File: src/rtl/clk_div_pkg.sv
// rtl/clk_div_pkg.sv - shared constants, presets and divisor decode for clk_div_prog
package clk_div_pkg;

  // Smallest divisor the counter ever runs with; a programmed 0 maps here.
  localparam int unsigned CLK_DIV_MIN = 1;

  // load_pend states: no divisor staged / divisor waiting for the wrap edge.
  localparam logic [0:0] LP_IDLE    = 1'b0;
  localparam logic [0:0] LP_PENDING = 1'b1;

  // Presets from a 14.31818 MHz master clock.
  localparam int unsigned DIV_CPU_4M77 = 3;   // 4.77 MHz CPU rate
  localparam int unsigned DIV_CPU_7M16 = 2;   // 7.16 MHz CPU rate
  localparam int unsigned DIV_PIT_1M19 = 12;  // 1.193 MHz PIT timebase

  // Divisor decode: 0 behaves as the minimum divisor.
  function automatic int unsigned div_decode(input int unsigned d);
    return (d == 0) ? CLK_DIV_MIN : d;
  endfunction

endpackage

File: src/rtl/clk_div_counter.sv
// rtl/clk_div_counter.sv - period counter with wrap detection and registered clk_en strobe
module clk_div_counter
  import clk_div_pkg::*;
#(
  parameter int WIDTH = 8
) (
  input  logic             clk,
  input  logic             reset,
  input  logic             run,
  input  logic             restart,
  input  logic [WIDTH-1:0] div_eff,
  output logic [WIDTH-1:0] cnt,
  output logic             wrap,
  output logic             clk_en
);

  logic [WIDTH-1:0] last;

  assign last = div_eff - WIDTH'(1);

  // >= rather than == so a count held across a divisor shrink wraps on the next edge.
  assign wrap = run & ~restart & (cnt >= last);

  // Counter advance/wrap and the one-cycle strobe; restart wins over run.
  always_ff @(posedge clk or posedge reset) begin
    if (reset) begin
      cnt    <= '0;
      clk_en <= 1'b0;
    end else if (restart) begin
      cnt    <= '0;
      clk_en <= 1'b0;
    end else if (wrap) begin
      cnt    <= '0;
      clk_en <= 1'b1;
    end else if (run) begin
      cnt    <= cnt + WIDTH'(1);
      clk_en <= 1'b0;
    end else begin
      clk_en <= 1'b0;
    end
  end

endmodule

File: src/rtl/clk_div_prog.sv
// rtl/clk_div_prog.sv - programmable clock-enable generator; CLK_DIV_PROG_SQUARE_EN adds sq_out
module clk_div_prog
  import clk_div_pkg::*;
#(
  parameter int          WIDTH     = 8,
  parameter int unsigned RESET_DIV = 3
) (
  input  logic             clk,
  input  logic             reset,
  input  logic             run,
  input  logic             restart,
  input  logic [WIDTH-1:0] div_in,
  input  logic             div_load,
  output logic             clk_en,
  output logic             sq_out,
  output logic [WIDTH-1:0] div_cur,
  output logic             load_pend
);

  logic [WIDTH-1:0] div_pend;
  logic [WIDTH-1:0] div_eff;
  logic [WIDTH-1:0] cnt;
  logic             wrap;
  logic [0:0]       lp_state;

  assign div_eff   = WIDTH'(div_decode(32'(div_cur)));
  assign load_pend = (lp_state == LP_PENDING);

  clk_div_counter #(
    .WIDTH(WIDTH)
  ) u_counter (
    .clk     (clk),
    .reset   (reset),
    .run     (run),
    .restart (restart),
    .div_eff (div_eff),
    .cnt     (cnt),
    .wrap    (wrap),
    .clk_en  (clk_en)
  );

  // Divisor staging: a fresh div_load overrides the staged value wherever it applies at once.
  always_ff @(posedge clk or posedge reset) begin
    if (reset) begin
      div_cur  <= WIDTH'(RESET_DIV);
      div_pend <= '0;
      lp_state <= LP_IDLE;
    end else begin
      if (div_load) begin
        div_pend <= div_in;
      end
      if (restart || wrap) begin
        if (div_load) begin
          div_cur <= div_in;
        end else if (lp_state == LP_PENDING) begin
          div_cur <= div_pend;
        end
        lp_state <= LP_IDLE;
      end else if (!run && div_load) begin
        div_cur  <= div_in;
        lp_state <= LP_IDLE;
      end else if (div_load) begin
        lp_state <= LP_PENDING;
      end
    end
  end

`ifdef CLK_DIV_PROG_SQUARE_EN
  logic [WIDTH:0] cnt_next;
  logic [WIDTH:0] half;

  assign cnt_next = {1'b0, cnt} + (WIDTH+1)'(1);
  assign half     = ({1'b0, div_eff} + (WIDTH+1)'(1)) >> 1;

  // Square output rises only with the strobe and falls once the count reaches ceil(D/2).
  always_ff @(posedge clk or posedge reset) begin
    if (reset) begin
      sq_out <= 1'b0;
    end else if (restart) begin
      sq_out <= 1'b0;
    end else if (wrap) begin
      sq_out <= 1'b1;
    end else if (run) begin
      sq_out <= sq_out & (cnt_next < half);
    end
  end
`else
  logic unused_cnt;

  assign unused_cnt = ^cnt;
  assign sq_out     = 1'b0;
`endif

endmodule
File: config.mk
export PLATFORM = sky130hd
export DESIGN_NAME = clk_div_prog
export DESIGN_NICKNAME = d
export VERILOG_FILES = /design/src/rtl/clk_div_pkg.sv /design/src/rtl/clk_div_counter.sv /design/src/rtl/clk_div_prog.sv
export SDC_FILE = /design/constraint.sdc
export NUM_CORES = 1
export LEC_CHECK = 0
export ABC_AREA = 1
export BUFFER_PORTS_ARGS = -buffer_cell sky130_fd_sc_hd__buf_2
export CAP_MARGIN = 20
export CORE_ASPECT_RATIO = 1.25
export CORE_MARGIN = 4
export CORE_UTILIZATION = 40
export CTS_CLUSTER_DIAMETER = 100
export DETAILED_ROUTE_END_ITERATION = 8
export PLACE_DENSITY = 0.71
export SLEW_MARGIN = 10
export SYNTH_ARGS = -nofsm -noshare
export SYNTH_HDL_FRONTEND = slang
export SYNTH_SLANG_ARGS = --single-unit
File: constraint.sdc
create_clock -name clk -period 3.7 [get_ports clk]
set_clock_uncertainty 0.1 [all_clocks]
set_input_delay 0.37 -clock clk [delete_from_list [all_inputs] [get_ports clk]]
set_output_delay 0.37 -clock clk [all_outputs]
set_load 0.01 [all_outputs]
# Yosys cells after proc, flatten, opt, wreduce, memory -nomap -nowiden
# Index checks and enable logic that the tools add are counted.
# W data, S select, Z words.
# classes
n_addsub	2
magnitude_cmp	1
n_eq_ne	1
n_mux	13
n_bitwise	3
n_reduce_logical	8
# op_table
cell	n
$mux W8	8
$add A8 B1 Y8 const B	1
$ge A8 B8 Y1	1
$logic_not A8 Y1	1
$sub A8 B1 Y8 const B	1
$reduce_bool A3 Y1	2
$mux W1	5
$ne A3 B3 Y1 const B	1
$and A1 B1 Y1	2
$reduce_and A2 Y1	1
$reduce_bool A2 Y1	1
$logic_and A1 B1 Y1	1
$logic_not A1 Y1	1
$logic_or A1 B1 Y1	1
$not A1 Y1	1
# word_totals
register_bits	26
input_bits	13
out_inout_bits	11
word_cells	33

# Longest topological paths before layout
# Gate-level depths: netlist of the first run.
# logic_depth
word_depth	8
depth_mapped	22
mapped_depth_nobuf	21

# Hierarchy
# Synthesis of the first run repeated with hierarchy kept, for this count alone.
# unflattened
hier_cells	242
hier_area_um2	1727.9
# modules_own_cells
mod	instances	cells_per_inst	area_each_um2	seq_area_each_um2
clk_div_prog	1	118	868.3	427.9
clk_div_counter	1	124	859.6	225.2

# Least setup slack after synthesis of the first run
# OpenSTA, ideal clock, no wires.
# synth_path
path_kind	reg-to-reg
from	register div_cur[2]
to	register div_cur[7]
setup_ps	117
arrival_ps	2578
setup_slack_ps	906
stages_incl_launch_ff	22
path_buffers	1
path_cell_list	dfrtp_1 > or2_2 > nor2_2 > nand2_1 > nand2_1 > inv_1 > ha_1 > nand2_1 > xor2_1 > inv_1 > ha_1 > nand2_1 > nor2_1 > nor2_2 > nand2_2 > nand2_4 > nand2_4 > buf_12 > nand2_2 > nand2_1 > nand2_1 > nand2_1
# synth_via
elab_chain_len	8
elab_cells_between_ends	10
cone_classes	add/sub: 1; order compare: 1; eq/ne: 1; mux: 2; bitwise: 1; reduce/logical: 4
# synth_lines
item	line_no	text
from (decl)	clk_div_prog.sv:16	output logic [WIDTH-1:0] div_cur,
from (signal assigned)	clk_div_prog.sv:45	div_cur <= WIDTH'(RESET_DIV);
from (signal assigned)	clk_div_prog.sv:54	div_cur <= div_in;
from (signal assigned)	clk_div_prog.sv:56	div_cur <= div_pend;
$logic_not A8 Y1	clk_div_pkg.sv:18	return (d == 0) ? CLK_DIV_MIN : d;
$mux W8 (*)	clk_div_pkg.sv:18	
$sub A8 B1 Y8 (*)	clk_div_counter.sv:19	assign last = div_eff - WIDTH'(1);
$ge A8 B8 Y1 (*)	clk_div_counter.sv:22	assign wrap = run & ~restart & (cnt >= last);
$and A1 B1 Y1 (*)	clk_div_counter.sv:22	
$logic_or A1 B1 Y1 (*)	clk_div_prog.sv:52	if (restart || wrap) begin
$ne A3 B3 Y1 (no line) / $reduce_bool A2 Y1 (equally long branches)	-	
$reduce_and A2 Y1 (no line)	-	
# Every way passes the cells marked *; elsewhere a longest branch is shown, timed or not.
# A chain may end at the register's enable or synchronous reset.

# Worst setup path in the final report of the first run
# Ends and elaborated chain as after synthesis.

==> results of run 1 <==
## final cells by class
cell class	count	area share [%]
Tap cell	54	3.579
Clock buffer	4	2.916
Inverter	25	4.970
Multi-Input combinational cell	156	46.12
Sequential cell	26	34.59
Timing Repair Buffer	24	7.820
## metal layers
| layer | GRT usage [%] | share of wire, % |
|---|---|---|
| met4 | 4.979 | 1.3 |
| met3 | 2.254 | 2.2 |
| met1 | 16.84 | 43 |
| met5 | 0 | 0 |
| met2 | 25.73 | 53 |
## power by group
group	leakage, nW	total (mW)	internal (mW)	switching (mW)
registers	0.331	0.352	0.319	0.0333
logic	0.713	0.280	0.111	0.168
clock network	0.0288	0.182	0.0951	0.0869
total	1.07	0.814	0.525	0.289
## how the worst max path moves through the flow
stage                     from         end  slack (ns)  depth (start not counted)
floorplan           div_cur[2]  div_cur[7]        0.91                         21
global placement    div_cur[2]  div_cur[2]        0.67                         19
detailed placement  div_cur[2]  div_cur[2]        0.61                         19
CTS                 div_cur[2]  div_cur[2]        0.59                         19
global route        div_cur[2]  div_cur[4]        0.29                         19
finish              div_cur[2]  div_cur[7]        0.60                         19
## sequential cells by signal (all words and copies together) (netlist names)
name / cells
div_pend: 8
load_pend: 1
u_counter.clk_en: 1
u_counter.cnt: 8
div_cur: 8
## critical path: stages, from the launching register on
cell and delay, ns:
dfrtp_1 0.46, or2_2 0.34, nor2_2 0.13, nand2_1 0.06, nand2_1 0.09, inv_1 0.08, ha_1 0.22, nand2_1 0.09
xor2_1 0.15, inv_1 0.07, ha_1 0.27, nand2_1 0.06, nor2_1 0.13, nand2_2 0.08, nand3_1 0.16, nand2_2 0.12
nor2_8 0.16, inv_2 0.10, nand2_1 0.07, nand2_1 0.05
## cell usage after synthesis, drive strengths merged (2+ instances only)
cell	instances	area [um^2]
o21ai	3	15.01
dfrtp	24	600.6
nor3	3	20.02
a21oi	2	10.01
or2	2	12.51
inv	24	90.09
ha	10	125.1
buf	3	35.03
nand3	11	55.05
nor3b	2	25.02
xor2	6	52.55
dfstp	2	52.55
xnor2	2	17.52
nor2	18	108.9
nand2	93	391.6
## through the flow
step / instance area, um^2 / utilization, %
floorplan: 1653 / -
global placement: 1795 / 46.29
detailed placement: 1795 / 46.29
CTS: 1851 / 47.71
global route: 1888 / 48.68
finish: 1888 / 48.68
## kinds of logic (layout without fill, tap and decap cells)
kind of cell	Yosys count	after routing	synth area share, %
and+or+nand+nor	130	130	38.30
buffers and inverters	28	53	7.797
DFF	26	26	39.52
adders and majority gates	10	10	7.570
xor gates and xnor gates	8	8	4.239
AOI/OAI and AO/OA	7	7	2.347
other	1	1	0.2269
## repair_timing
item,4_1_cts,5_1_grt
endpoints found under the hold margin,0,7
buffers inserted,0,0
hold buffers,0,1
setup endpoints to repair,0,0
==> summary.txt, run 1 <==
Place
  • Dpl cells: 283
  • GPL Wtd Cong: 0.7591
  • Pre-CTS setup slack: 0.6114 ns
  • PortBufs: 22
  • Final HPWL DP: 2671 um

Yosys
  • Seq/Total Area, Yosys: 39.52%
  • Fraction of registers with async set/reset: 100.0%
  • Mapped Area: 1653 um^2
  • Post-Syn Nets: 233
  • Register bit total from synthesis: 26
  • Synth warnings: 0
  • Post-Syn Instances: 210
  • Syn_area_per_cell: 7.871 um^2
  • Synth cell types: 28
  • Post-synth EDFFs: 0
  • Main synth FF type: dfrtp_1

Worst setup path
  • Reg-to-reg slack, setup: 0.60 ns
  • R2R depth: 19
  • Critical setup path kind: flip-flop to flip-flop
  • Reg2Reg Launch Point: div_cur[2]
  • Worst Setup End Kind: flip-flop
  • Worst Path Arrival: 3.16 ns
  • CP Launch Type: flip-flop
  • Critical path required time: 3.77 ns
  • Critical R2R Capture: div_cur[7]
  • Worst-path maximum fanout: 9

Final layout
  • Diode count: 0
  • Layout cell share with drive strength beyond 1: 23.83%
  • Most common cell after layout, fill and taps aside: nand2_1
  • Fin cells: 289
  • Multi-input gate area: 870.8 um^2
  • Fin nets: 259
  • Reg area: 653.1 um^2
  • # fillers: 419
  • Most frequent cells in the layout: 82 x nand2_1, 24 x dfrtp_1, 22 x buf_2, 21 x inv_1
  • Area growth syn-to-layout: 14.23%

Pwr
  • Pleak: 1.073 nW
  • Power Total: 813.8 uW
  • Max IR drop VDD: 0.0001522 V
  • Cell area power density: 431.0 nW/um^2

CTS
  • Number of gates resized after cts: 0
  • TritonCTS clock tree: yes
  • Worst-Skew Late Latency: 0.27 ns
  • CTS Buffer Depth: 2
  • CTS clk-pin slew, worst paths: 0.09 ns
  • Root buffer cell: clkbuf_8
  • Htree depth: 1
  • CTS buffer count: 3
  • Clk sinks: 26

Worst hold path
  • Hold path depth: 3
  • Hold Crit Endpoint: div_pend[0]
  • Hold path startpoint: div_in[0]
  • Hold Path Class: input pin to flip-flop

Routing
  • Post-route DRC: 0
  • Remaining antenna violation count: 0
  • First-pass iteration count of the detailed router: 4
  • Detail-routed via count per cell: 4.644
  • Wire length per cell: 11.37 um
  • Routed WL: 3285 um
  • DRT iter0 DRCs: 29
  • Vias: 1,342

Global route
  • Largest net degree at the start of global routing: 27
  • Vias in the first global route: 1,289
  • GRT Residual Overflow: 0
  • First-pass GRT wire length: 5837 um
  • Total track usage: 14.26%
  • Antenna violations before repair: 0

Die
  • Starting Density: 42.61%
  • Die X: 65.50 um
  • Die area: 5231 um^2
  • Row count: 25
  • Ports: 24
  • Die H: 79.87 um
  • Core region area: 3879 um^2

STA
  • Setup repair after global routing missed its margin: false
  • Worst setup slack after layout: 0.6042 ns
  • Max Clk Rate: 323.0 MHz
  • Setup_tns: 0 ns
  • Max-slew violations: 0
  • Final setup violation count: 0
  • Fin. Hold Viols: 0
  • Period utilization: 83.67%
  • Fin Hold WS: 0.2508 ns
  • Final Critical Period: 3.096 ns

Job
  • MaxCap Viol Count: 0

Run status
  • Outcome: finished, final reports clean
(Power assumes the default switching activity.)
==> run 2: changes to the inputs <==
- ABC_AREA: 1 -> 0
- PLACE_DENSITY: 0.71 -> 0.72
- clock period: 3.7 -> 2.95 ns (I/O delays scaled with it)
==> run 2 against run 1 <==
Clock-buffer cell count unchanged. Global-route usage up 0.16 points. Die area down 13%. Worst hold slack worse by 0.13 ns. Critical path type unchanged. Total power up 25%. Cell area down 1.6%. Utilization up 7.5 points. Critical endpoint is now div_cur[2].
==> summary.txt, run 2 <==
Run status
  • Outcome: finished, final reports clean (unchanged)

Place
  • Area after DPL: 1632 um^2 (was 1795 um^2)
  • GPL Wtd Cong: 0.8332 (was 0.7591)
  • Final HPWL DP: 2292 um (was 2671 um)
  • PortBufs: 22 (unchanged)

CTS
  • Clk sinks: 26 (unchanged)
  • Worst-Skew Late Latency: 0.27 ns (about the same)
  • Root buffer cell: clkbuf_8 (unchanged)
  • CTS clk-pin slew, worst paths: 0.08 ns (was 0.09 ns)
  • CTS buffer count: 3 (unchanged)
  • TritonCTS clock tree: yes (unchanged)
  • Htree depth: 1 (unchanged)
  • CTS Buffer Depth: 2 (unchanged)

Final layout
  • Most frequent cells in the layout: 22 x dfrtp_1, 22 x buf_2, 10 x buf_4, 8 x nand2b_1 (was 82 x nand2_1, 24 x dfrtp_1, 22 x buf_2, 21 x inv_1)
  • Fin nets: 188 (was 259)
  • # fillers: 294 (was 419)
  • Area growth syn-to-layout: 30.95% (was 14.23%)
  • Layout cell share with drive strength beyond 1: 45.73% (was 23.83%)
  • Diode count: 0 (unchanged)
  • Regs by FF count: div_cur (8), div_pend (8), u_counter.cnt (8) (unchanged)
  • Multi-input gate area: 852.1 um^2 (was 870.8 um^2)
  • Reg area: 655.6 um^2 (was 653.1 um^2)
  • Fin area: 1858 um^2 (was 1888 um^2)

Yosys
  • Seq/Total Area, Yosys: 46.03% (was 39.52%)
  • Commonest cells in the netlist: 24 x dfrtp_1, 12 x nor2_1, 10 x ha_1 (was 82 x nand2_1, 24 x dfrtp_1, 21 x inv_1)
  • Most common cell in the netlist: dfrtp_1 (was nand2_1)
  • Register bit total from synthesis: 26 (unchanged)
  • Post-Syn Instances: 131 (was 210)
  • Post-synth top area cell: dfrtp_1 (unchanged)
  • Post-synth top area share: 42.33% (was 36.34%)
  • Synth warnings: 0 (unchanged)
  • Synth cell types: 37 (was 28)
  • Fraction of registers with async set/reset: 100.0% (unchanged)
  • Syn_area_per_cell: 10.83 um^2 (was 7.871 um^2)
  • Main synth FF type: dfrtp_1 (unchanged)
  • Mapped Area: 1419 um^2 (was 1653 um^2)
  • Post-synth EDFFs: 0 (unchanged)
  • Post-Syn Nets: 154 (was 233)
  • Synth top area cells: dfrtp_1 42%, ha_1 8.8%, mux2_2 5.6%, o2bb2ai_1 4.3%, nand2b_1 4.0% (was dfrtp_1 36%, nand2_1 19%, ha_1 7.6%, inv_1 4.8%, nand3_1 3.3%)

Routing
  • Wire length per cell: 15.16 um (was 11.37 um)
  • Remaining antenna violation count: 0 (unchanged)
  • First-pass iteration count of the detailed router: 4 (unchanged)
  • Post-route DRC: 0 (unchanged)
  • Routed WL: 3047 um (was 3285 um)
  • DRT iter0 DRCs: 17 (was 29)
  • Vias: 1,089 (was 1,342)
  • Detail-routed via count per cell: 5.418 (was 4.644)

Global route
  • Largest net degree at the start of global routing: 27 (unchanged)
  • GRT Residual Overflow: 0 (unchanged)
  • Vias in the first global route: 1,136 (was 1,289)
  • Total track usage: 14.43% (was 14.26%)
  • Antenna violations before repair: 0 (unchanged)
  • First-pass GRT wire length: 4933 um (was 5837 um)

Die
  • Core region area: 3309 um^2 (was 3879 um^2)
  • Die area: 4570 um^2 (was 5231 um^2)
  • Ports: 24 (unchanged)
  • Row count: 23 (was 25)
  • Die H: 74.59 um (was 79.87 um)
  • Starting Density: 42.87% (was 42.61%)
  • Die X: 61.27 um (was 65.50 um)

Worst hold path
  • Hold Path Class: input pin to flip-flop (unchanged)
  • Hold path startpoint: restart (was div_in[0])

STA
  • Max Clk Rate: 340.1 MHz (was 323.0 MHz)
  • Final Critical Period: 2.940 ns (was 3.096 ns)
  • Fin. Hold Viols: 0 (unchanged)
  • Final setup violation count: 0 (unchanged)
  • Worst-margin pin slew: 0.6207 ns
  • Setup repair after global routing missed its margin: true (was false)
  • Fin Hold WS: 0.1212 ns (was 0.2508 ns)
  • Relative slew slack: 58.06%
  • Max-slew violations: 0 (unchanged)
  • Period utilization: 99.66% (was 83.67%)

Worst setup path
  • Worst Path Arrival: 3.00 ns (was 3.16 ns)
  • CP Launch Type: flip-flop (unchanged)
  • Reg2Reg Launch Point: div_cur[5] (was div_cur[2])
  • Critical setup path kind: flip-flop to flip-flop (unchanged)
  • Crit. Startpoint: div_cur[5] (was div_cur[2])
  • Worst Setup End Kind: flip-flop (unchanged)
  • Worst-path maximum fanout: 8 (was 9)
  • Critical path required time: 3.01 ns (was 3.77 ns)

Job
  • MaxCap Viol Count: 0 (unchanged)

Pwr
  • Power Total: 1.016 mW (was 813.8 uW)
  • Pleak: 0.8301 nW (was 1.073 nW)
  • Max IR drop VDD: 0.0002910 V (was 0.0001522 V)
  • Cell area power density: 546.9 nW/um^2 (was 431.0 nW/um^2)
[run 2: cell types whose count changed after synthesis, sizes merged, moves of 4 or more]
| cell | previous run | this run |
|---|---|---|
| nand2 | 93 | 5 |
| nor2 | 18 | 12 |
| inv | 24 | 7 |
| nand2b | 0 | 9 |
| nand3 | 11 | 2 |
| xnor2 | 2 | 6 |
| o2bb2ai | 0 | 7 |
| mux2 | 0 | 7 |
[run 2: stage by stage]
| stage | cells | setup WS, ns | setup TNS (ns) | util [%] |
|---|---|---|---|---|
| 4_1_cts | 197 | -0.003373 | -0.003536 | 52.10 |
| 3_5_place_dp | 193 | -0.09296 | -0.5609 | 49.30 |
| 5_1_grt | 201 | -0.1026 | -1.068 | 56.14 |
| 6_report | 201 | 0.01005 | 0 | 56.14 |
| 2_1_floorplan | 131 | -0.02287 | -0.02287 | - |
| 3_3_place_gp | 193 | 0.004315 | 0 | 49.30 |
[run 2: power by group]
group / switching, mW / internal (mW)
sequential: 0.0334 / 0.396
clock: 0.109 / 0.119
combinational: 0.184 / 0.174
[run 2: final timing paths]
kind	to	slack (ns)	depth (start not counted)
min in group asynchronous	u_counter.cnt[1]	0.47	3
max in group asynchronous	div_cur[1]	1.76	4
setup / recovery	div_cur[2]	0.01	13
hold reg to reg	div_pend[2]	0.40	2
hold / removal	u_counter.clk_en	0.12	2
setup reg to reg	div_cur[2]	0.01	13
[run 2: cell type report]
cell class / instances / area share [%]
multi-input cells: 93 / 45.86
repair buffers: 34 / 11.99
flip-flops and latches: 26 / 35.29
clock buffers: 4 / 2.963
well taps: 37 / 2.492
inverters: 7 / 1.414
[run 2: layer usage]
metal | global-route usage, % | part of all wire, % | up-vias
li1 | - | - | 526
met1 | 18.10 | 42 | 534
met2 | 25.29 | 52 | 25
met3 | 1.563 | 5.6 | 4
met4 | 4.819 | 0.79 | 0
met5 | 0 | 0 | -
[run 2: critical path, stage by stage (launching register included)]
cell and delay, ns:
dfrtp_1 0.39, or4_4 0.57, nor3_4 0.15, a21oi_2 0.11, ha_4 0.18, inv_2 0.05, nor2_2 0.04, xnor2_1 0.12
ha_1 0.30, nand2_2 0.10, o2111ai_4 0.22, a31oi_4 0.07, or2_4 0.28, a21o_1 0.16
[run 2: repair_timing]
action | 4_1_cts | 5_1_grt
resized for setup | 6 | 15
hold buffers | 0 | 1
buffers inserted | 0 | 2
pin swaps | 2 | 11
setup endpoints to repair | 15 | 16
hold endpoints to repair | 0 | 9
[run 2: logic make-up after synthesis]
family                     synth area share (%)
AOI/OAI and AO/OA                         12.52
DFF                                       46.03
and+or+nand+nor                           14.90
other                                    0.2643
xor gates and xnor gates                  6.790
muxes                                     6.261
adders and majority gates                 8.818
buffers and inverters                     4.409
